<file path="src/rtl/dmem_pkg.sv">
// Shared encodings and helpers for the data-memory load/store front-end.
package dmem_pkg;

    localparam logic [1:0] SZ_BYTE = 2'b00;
    localparam logic [1:0] SZ_HALF = 2'b01;
    localparam logic [1:0] SZ_WORD = 2'b10;
    localparam logic [1:0] SZ_RSVD = 2'b11;

    typedef enum logic [2:0] {
        ST_IDLE,
        ST_RD_ADDR,
        ST_RD_DATA,
        ST_WR,
        ST_RESP
    } state_e;

    // A request that must be rejected without touching the RAM.
    function automatic logic req_misaligned(input logic [1:0] size, input logic [1:0] addr_lo);
        logic bad;
        bad = 1'b0;
        case (size)
            SZ_BYTE: bad = 1'b0;
            SZ_HALF: bad = addr_lo[0];
            SZ_WORD: bad = |addr_lo;
            SZ_RSVD: bad = 1'b1;
            default: bad = 1'b1;
        endcase
        return bad;
    endfunction

endpackage

</file>
<file path="src/rtl/dmem_if.sv">
// CPU-side request/response bus of the data-memory access unit.
interface dmem_if #(
    parameter int unsigned ADDR_W = 8,
    parameter int unsigned DATA_W = 32
);
    logic              req_valid;
    logic              req_ready;
    logic              req_we;
    logic [1:0]        req_size;
    logic              req_signed;
    logic [ADDR_W+1:0] req_addr;
    logic [DATA_W-1:0] req_wdata;
    logic              rsp_valid;
    logic [DATA_W-1:0] rsp_rdata;
    logic              rsp_err;

    modport master (
        output req_valid, req_we, req_size, req_signed, req_addr, req_wdata,
        input  req_ready, rsp_valid, rsp_rdata, rsp_err
    );

    modport slave (
        input  req_valid, req_we, req_size, req_signed, req_addr, req_wdata,
        output req_ready, rsp_valid, rsp_rdata, rsp_err
    );
endinterface

</file>
<file path="src/rtl/dmem_lane_align.sv">
// Byte/half lane extraction with extension for loads, lane merge for partial stores.
module dmem_lane_align
    import dmem_pkg::*;
(
    input  logic [1:0]  size,
    input  logic [1:0]  addr_lo,
    input  logic        sign_ext,
    input  logic [31:0] rdword,
    input  logic [31:0] wdata,
    output logic [31:0] load_data_c,
    output logic [31:0] merged_c
);

    logic [7:0]  byte_sel;
    logic [15:0] half_sel;

    always_comb begin
        byte_sel    = rdword[{addr_lo, 3'b000} +: 8];
        half_sel    = addr_lo[1] ? rdword[31:16] : rdword[15:0];
        load_data_c = '0;
        merged_c    = rdword;
        case (size)
            SZ_BYTE: begin
                load_data_c = {{24{sign_ext & byte_sel[7]}}, byte_sel};
                merged_c[{addr_lo, 3'b000} +: 8] = wdata[7:0];
            end
            SZ_HALF: begin
                load_data_c = {{16{sign_ext & half_sel[15]}}, half_sel};
                if (addr_lo[1]) merged_c[31:16] = wdata[15:0];
                else            merged_c[15:0]  = wdata[15:0];
            end
            SZ_WORD: begin
                load_data_c = rdword;
                merged_c    = wdata;
            end
            default: ;
        endcase
    end

endmodule

</file>
<file path="src/rtl/dmem_access_unit.sv">
// Load/store front-end for a 256x32 dual-port RAM: one request at a time,
// sub-word loads with extension, sub-word stores by read-modify-write.
module dmem_access_unit
    import dmem_pkg::*;
#(
    parameter int unsigned ADDR_W = 8,
    parameter int unsigned DATA_W = 32
) (
    input  logic              clk,
    input  logic              rst_n,
    dmem_if.slave             bus,
    output logic              ram_ena,
    output logic              ram_wea,
    output logic [ADDR_W-1:0] ram_addra,
    output logic [DATA_W-1:0] ram_dina,
    output logic [ADDR_W-1:0] ram_addrb,
    input  logic [DATA_W-1:0] ram_doutb
);

    localparam int unsigned BADDR_W = ADDR_W + 2;

    state_e state_q, state_nxt;

    logic               accept;
    logic               req_bad;
    logic               we_q;
    logic [1:0]         size_q;
    logic               sign_q;
    logic [BADDR_W-1:0] addr_q;
    logic [DATA_W-1:0]  wdata_q;
    logic [31:0]        load_data;
    logic [31:0]        merged;

    assign accept  = bus.req_valid && bus.req_ready;
    assign req_bad = req_misaligned(bus.req_size, bus.req_addr[1:0]);

    dmem_lane_align u_lane_align (
        .size        (size_q),
        .addr_lo     (addr_q[1:0]),
        .sign_ext    (sign_q),
        .rdword      (ram_doutb),
        .wdata       (wdata_q),
        .load_data_c (load_data),
        .merged_c    (merged)
    );

    always_ff @(posedge clk or negedge rst_n) begin
        if (!rst_n) state_q <= ST_IDLE;
        else        state_q <= state_nxt;
    end

    always_comb begin
        state_nxt = state_q;
        case (state_q)
            ST_IDLE: begin
                if (accept) begin
                    if (req_bad)                                  state_nxt = ST_RESP;
                    else if (bus.req_we && bus.req_size == SZ_WORD) state_nxt = ST_WR;
                    else                                          state_nxt = ST_RD_ADDR;
                end
            end
            ST_RD_ADDR: state_nxt = ST_RD_DATA;
            ST_RD_DATA: state_nxt = we_q ? ST_WR : ST_RESP;
            ST_WR:      state_nxt = ST_RESP;
            ST_RESP:    state_nxt = ST_IDLE;
            default:    state_nxt = ST_IDLE;
        endcase
    end

    // Request fields are captured once at acceptance.
    always_ff @(posedge clk or negedge rst_n) begin
        if (!rst_n) begin
            we_q    <= 1'b0;
            size_q  <= SZ_BYTE;
            sign_q  <= 1'b0;
            addr_q  <= '0;
            wdata_q <= '0;
        end else if (accept) begin
            we_q    <= bus.req_we;
            size_q  <= bus.req_size;
            sign_q  <= bus.req_signed;
            addr_q  <= bus.req_addr;
            wdata_q <= bus.req_wdata;
        end
    end

    // Outputs are registered from the next state so they line up with the state cycle.
    always_ff @(posedge clk or negedge rst_n) begin
        if (!rst_n) begin
            bus.req_ready <= 1'b1;
            bus.rsp_valid <= 1'b0;
            bus.rsp_rdata <= '0;
            bus.rsp_err   <= 1'b0;
            ram_ena       <= 1'b0;
            ram_wea       <= 1'b0;
            ram_addra     <= '0;
            ram_dina      <= '0;
            ram_addrb     <= '0;
        end else begin
            bus.req_ready <= (state_nxt == ST_IDLE);
            bus.rsp_valid <= (state_nxt == ST_RESP);
            ram_ena       <= (state_nxt == ST_WR);
            ram_wea       <= (state_nxt == ST_WR);

            if (accept) begin
                bus.rsp_rdata <= '0;
                bus.rsp_err   <= req_bad;
            end

            if (state_q == ST_IDLE && state_nxt == ST_RD_ADDR)
                ram_addrb <= bus.req_addr[BADDR_W-1:2];

            if (state_q == ST_RD_DATA && !we_q)
                bus.rsp_rdata <= DATA_W'(load_data);

            // Word stores take data straight from the bus; partial stores use the merged word.
            if (state_nxt == ST_WR) begin
                if (state_q == ST_IDLE) begin
                    ram_addra <= bus.req_addr[BADDR_W-1:2];
                    ram_dina  <= bus.req_wdata;
                end else begin
                    ram_addra <= addr_q[BADDR_W-1:2];
                    ram_dina  <= DATA_W'(merged);
                end
            end
        end
    end

endmodule

</file>
<file path="src/flat_wrapper.sv">
// flat-port wrapper written by rule: the top's interface ports become plain ports
module dmem_access_unit_flat import dmem_pkg::*;
#(
    parameter int unsigned ADDR_W = 8,
    parameter int unsigned DATA_W = 32
)
  (clk, rst_n, ram_ena, ram_wea, ram_addra, ram_dina, ram_addrb, ram_doutb, bus_req_valid, bus_req_we, bus_req_size, bus_req_signed, bus_req_addr, bus_req_wdata, bus_req_ready, bus_rsp_valid, bus_rsp_rdata, bus_rsp_err);
  dmem_if #(.ADDR_W(ADDR_W), .DATA_W(DATA_W)) bus_i ();
  input  logic clk;
  input  logic rst_n;
  output logic ram_ena;
  output logic ram_wea;
  output logic [ADDR_W-1:0] ram_addra;
  output logic [DATA_W-1:0] ram_dina;
  output logic [ADDR_W-1:0] ram_addrb;
  input  logic [DATA_W-1:0] ram_doutb;
  input wire logic [$bits(bus_i.req_valid)-1:0] bus_req_valid;
  input wire logic [$bits(bus_i.req_we)-1:0] bus_req_we;
  input wire logic [$bits(bus_i.req_size)-1:0] bus_req_size;
  input wire logic [$bits(bus_i.req_signed)-1:0] bus_req_signed;
  input wire logic [$bits(bus_i.req_addr)-1:0] bus_req_addr;
  input wire logic [$bits(bus_i.req_wdata)-1:0] bus_req_wdata;
  output wire logic [$bits(bus_i.req_ready)-1:0] bus_req_ready;
  output wire logic [$bits(bus_i.rsp_valid)-1:0] bus_rsp_valid;
  output wire logic [$bits(bus_i.rsp_rdata)-1:0] bus_rsp_rdata;
  output wire logic [$bits(bus_i.rsp_err)-1:0] bus_rsp_err;
  assign bus_i.req_valid = bus_req_valid;
  assign bus_i.req_we = bus_req_we;
  assign bus_i.req_size = bus_req_size;
  assign bus_i.req_signed = bus_req_signed;
  assign bus_i.req_addr = bus_req_addr;
  assign bus_i.req_wdata = bus_req_wdata;
  assign bus_req_ready = bus_i.req_ready;
  assign bus_rsp_valid = bus_i.rsp_valid;
  assign bus_rsp_rdata = bus_i.rsp_rdata;
  assign bus_rsp_err = bus_i.rsp_err;
  dmem_access_unit #(.ADDR_W(ADDR_W), .DATA_W(DATA_W)) u_core (.clk(clk), .rst_n(rst_n), .bus(bus_i), .ram_ena(ram_ena), .ram_wea(ram_wea), .ram_addra(ram_addra), .ram_dina(ram_dina), .ram_addrb(ram_addrb), .ram_doutb(ram_doutb));
endmodule
</file>
<file path="config.mk">
export PLATFORM = sky130hd
export DESIGN_NAME = dmem_access_unit_flat
export DESIGN_NICKNAME = d
export VERILOG_FILES = /design/src/rtl/dmem_pkg.sv /design/src/rtl/dmem_if.sv /design/src/rtl/dmem_lane_align.sv /design/src/rtl/dmem_access_unit.sv /design/src/flat_wrapper.sv
export SDC_FILE = /design/constraint.sdc
export NUM_CORES = 1
export LEC_CHECK = 0
export BUFFER_PORTS_ARGS = -buffer_cell sky130_fd_sc_hd__buf_2
export CORE_MARGIN = 10
export CORE_UTILIZATION = 30
export CTS_BUF_LIST = sky130_fd_sc_hd__clkbuf_4 sky130_fd_sc_hd__clkbuf_8 sky130_fd_sc_hd__clkbuf_16
export CTS_CLUSTER_DIAMETER = 40
export DETAILED_ROUTE_END_ITERATION = 10
export GPL_TIMING_DRIVEN = 0
export PLACE_DENSITY = 0.55
export REMOVE_ABC_BUFFERS = 1
export SLEW_MARGIN = 20
export SYNTH_ARGS = -nofsm -noshare
export SYNTH_HDL_FRONTEND = slang
export SYNTH_SLANG_ARGS = --single-unit
</file>
<file path="constraint.sdc">
create_clock -name clk -period 4.5 [get_ports clk]
set_clock_uncertainty 0.2 [all_clocks]
set_input_delay 0.9 -clock clk [delete_from_list [all_inputs] [get_ports clk]]
set_output_delay 0.9 -clock clk [all_outputs]
set_load 0.01 [all_outputs]
</file>
==> results_dict.tcl <==
set metrics [dict create \
    synth_area_leader_cell "dfrtp_1" \
    pwr-share-clk_pct 20.5 \
    worstPathRequired_ns 4.61 \
    p_sw_share_pct 42.7 \
    area_delta_synth_final_pct 23.8 \
    synth.most_common_cell "dfrtp_1" \
    synth-compound-area-share_pct 23.9 \
    clock_path_buffers 2 \
    muxShareOfSynthArea_pct 13.4 \
    num_rows 57 \
    ir_drop_v 0.000332 \
    finalMaxSlewViolations 0 \
    rsz0062_at_grt "no" \
    dr_total_vias 6688 \
    fin_crit_ns 3.41 \
    via_per_inst 5.52 \
    initial_core_util_pct 30.6 \
    final-seq-area_um2 3330 \
    cp_max_fo 32 \
    setup_viol 0 \
    switchingPower_mw 3.13 \
    wl_mm 26.3 \
    synth_top_family_by_area "compound AO/OA/AOI/OAI gates" \
    startpoint "u_core.size_q[0]$_DFFE_PN0P_" \
    cts_setup_buffers 0 \
    powerDensity_nw_per_um2 795 \
    yosysUniqueCellTypes 44 \
    fillers 2494 \
    cts-root-buf "clkbuf_16" \
    cts_buffers 17 \
    synthDominantCellAreaShare_pct 44.3 \
    port_buffers 165 \
    grt_overflow 0 \
    netlist_instances 755 \
    synth_ff_type "dfrtp_1" \
    cp_data_arrival_time_ns 3.52 \
    endpoint "u_core.ram_dina[1]$_DFFE_PN0N_" \
    rrSetupSlack_ns 1.09 \
    fin_cells 1211 \
    cts_num_sinks 133 \
    tightest_slew_ns 1.18 \
    yosys_warnings 0 \
    gp_congestion 0.818 \
    insertion_delay_ns 0.43 \
    synth_fa_ha_area_share_pct 0.839 \
    min_path_type "in2async" \
    multi_input_area_um2 3820 \
    synth_commonest_cells "132 x dfrtp_1, 76 x nor2_1, 72 x mux2_2, 60 x clkbuf_1, 54 x nand2_1" \
    ys_seq_elements 133 \
    post_dp_cell_area_um2 8600 \
    dp_hpwl_mm 18.6 \
    htreeDepth 4 \
    seqPwrFrac_pct 30.4 \
    die_w_um 178 \
    relSlewSlack_pct 21.6 \
    timing.rr.start "u_core.size_q[0]$_DFFE_PN0P_" \
    grt_pass1_vias 6570 \
    synth-edff-count 0 \
    layout.nets 958 \
    grt_max_degree 76 \
    fin_crit_sh_pct 75.8 \
    drt_iter0_drc 586 \
    crit_type "reg2reg" \
    holdWs_ns 0.184 \
    grt_first_pass_wirelength_mm 39.9 \
    dp_cells 1177 \
    routedWlPerCell_um 21.7 \
    coreArea_um2 24400 \
    die-area_um2 31600 \
    synthXorXnorAreaFrac_pct 0 \
    hold_buffers 0 \
    async_flop_share_pct 100 \
    synth.cell_area_um2 7460 \
    path_clk_slew_ns 0.06 \
    fmax_mhz 293 \
    first_pass_iters 5 \
    drc_errors 0 \
    crit_path_start_kind "flip-flop" \
    status "complete, no violations" \
    synth-simple-area-share_pct 12.4 \
    comb_power_share_pct 49.1 \
    p_int_mw 4.21 \
    cts_tree "yes" \
    synth_area_leaders "dfrtp_1 44%, mux2_2 11%, a22o_1 3.9%" \
    chipHeight_um 178 \
    worstRegToRegCells 5 \
    finalInstanceArea_um2 9240 \
    r2r_end "u_core.ram_dina[1]$_DFFE_PN0N_" \
    maxCapViolCount 0 \
    syn_avg_cell_area_um2 9.88 \
    cts_resized 0 \
    final_layout_size_suffix_gt1_share_pct 33.4 \
    antenna_found_initial 4 \
    p_leak_nw 4.08 \
    finalHoldViolCount 0 \
    end_kind "flip-flop" \
    num_io_pins 166 \
    seq_area_frac_synth_pct 44.6 \
    grt_usage_pct 16.3 \
    drt.antenna.violating_nets 0 \
]
[cells in the final DEF (no fill, tap or decap), types with 17 or more instances in the layout]
cell type / instances
buf_2: 164
dfrtp_1: 130
nor2_1: 74
mux2_2: 72
nand2_1: 53
o21ai_0: 46
nor2b_1: 38
a22o_1: 33
a221oi_1: 24
a41oi_1: 22
a21oi_1: 21
o221ai_1: 19
a22oi_1: 19
a2bb2oi_1: 18
clkbuf_16: 17
[layer usage]
layer	wire [µm]	vias to the layer above	part of all wire (%)	global-route usage (%)
met1	12000	3314	46	22.3
met5	34	-	0.13	0
met4	212	4	0.81	3.89
met3	2220	18	8.5	4.95
li1	-	3070	-	-
met2	11800	282	45	24.7
[power groups by stage]
stage	sequential, mW	combinational (mW)	clock (mW)
2_1_floorplan	2.28	2.14	0
3_3_place_gp	2.26	3.36	0
3_5_place_dp	2.24	3.60	0
4_1_cts	2.23	3.61	1.54
5_1_grt	2.31	3.97	1.58
6_report	2.24	3.60	1.50
[critical path: stages (launching register included)]
cell,delay [ns]
dfrtp_2,0.56
buf_12,0.26
clkinv_1,0.74
nand2_2,0.94
o221ai_1,0.34
a22o_1,0.26
[registers in the layout, summed over array words and instances (netlist names)]
register and cells:
u_core.ram_dina 32, u_core.wdata_q 32, u_core.bus.req_ready 1, u_core.state_q 3
u_core.ram_addra 8, u_core.ram_ena 1, u_core.addr_q 10, u_core.bus.rsp_err 1
u_core.size_q 2, u_core.bus.rsp_valid 1, u_core.ram_addrb 8, u_core.sign_q 1
u_core.bus.rsp_rdata 32, u_core.we_q 1
[how the worst min path moves through the flow]
stage                                               from                                   end  slack, ns  cells after the start
floorplan                   u_core.addr_q[2]$_DFFE_PN0P_          u_core.addr_q[2]$_DFFE_PN0P_       0.28                      1
global placement    u_core.bus.rsp_rdata[27]$_DFFE_PN0P_  u_core.bus.rsp_rdata[27]$_DFFE_PN0P_       0.26                      2
detailed placement       u_core.ram_addra[6]$_DFFE_PN0N_       u_core.ram_addra[6]$_DFFE_PN0N_       0.26                      2
CTS                                                rst_n       u_core.ram_addra[5]$_DFFE_PN0N_       0.19                      1
global route                                       rst_n       u_core.ram_addra[5]$_DFFE_PN0N_       0.21                      1
finish                                             rst_n       u_core.ram_addra[5]$_DFFE_PN0N_       0.18                      1
[final cells by class]
class | count | area share, %
Sequential cell | 133 | 36.1
Antenna cell | 2 | 0.0542
Clock inverter | 15 | 2.18
Tap cell | 324 | 4.39
Timing Repair Buffer | 175 | 11.0
Multi-Input combinational cell | 535 | 41.4
Clock buffer | 17 | 4.60
Inverter | 10 | 0.406
[metrics by stage]
step | setup WS [ns] | TNS [ns] | power [mW] | util (%)
finish | 1.09 | 0 | 7.34 | 37.9
global route | 0.964 | 0 | 7.86 | 37.9
CTS | 0.852 | 0 | 7.38 | 37.8
detailed placement | 0.864 | 0 | 5.84 | 35.3
global placement | -1.11 | -50.74 | 5.62 | 34.3
floorplan | 0.827 | 0 | 4.42 | -
[cell families after synthesis]
logic type / after synthesis
flops: 133
buf+inv: 87
fa+ha+maj: 5
compound gates: 240
simple gates: 200
mux: 90
Note: power is estimated with default switching activity, not from simulation.
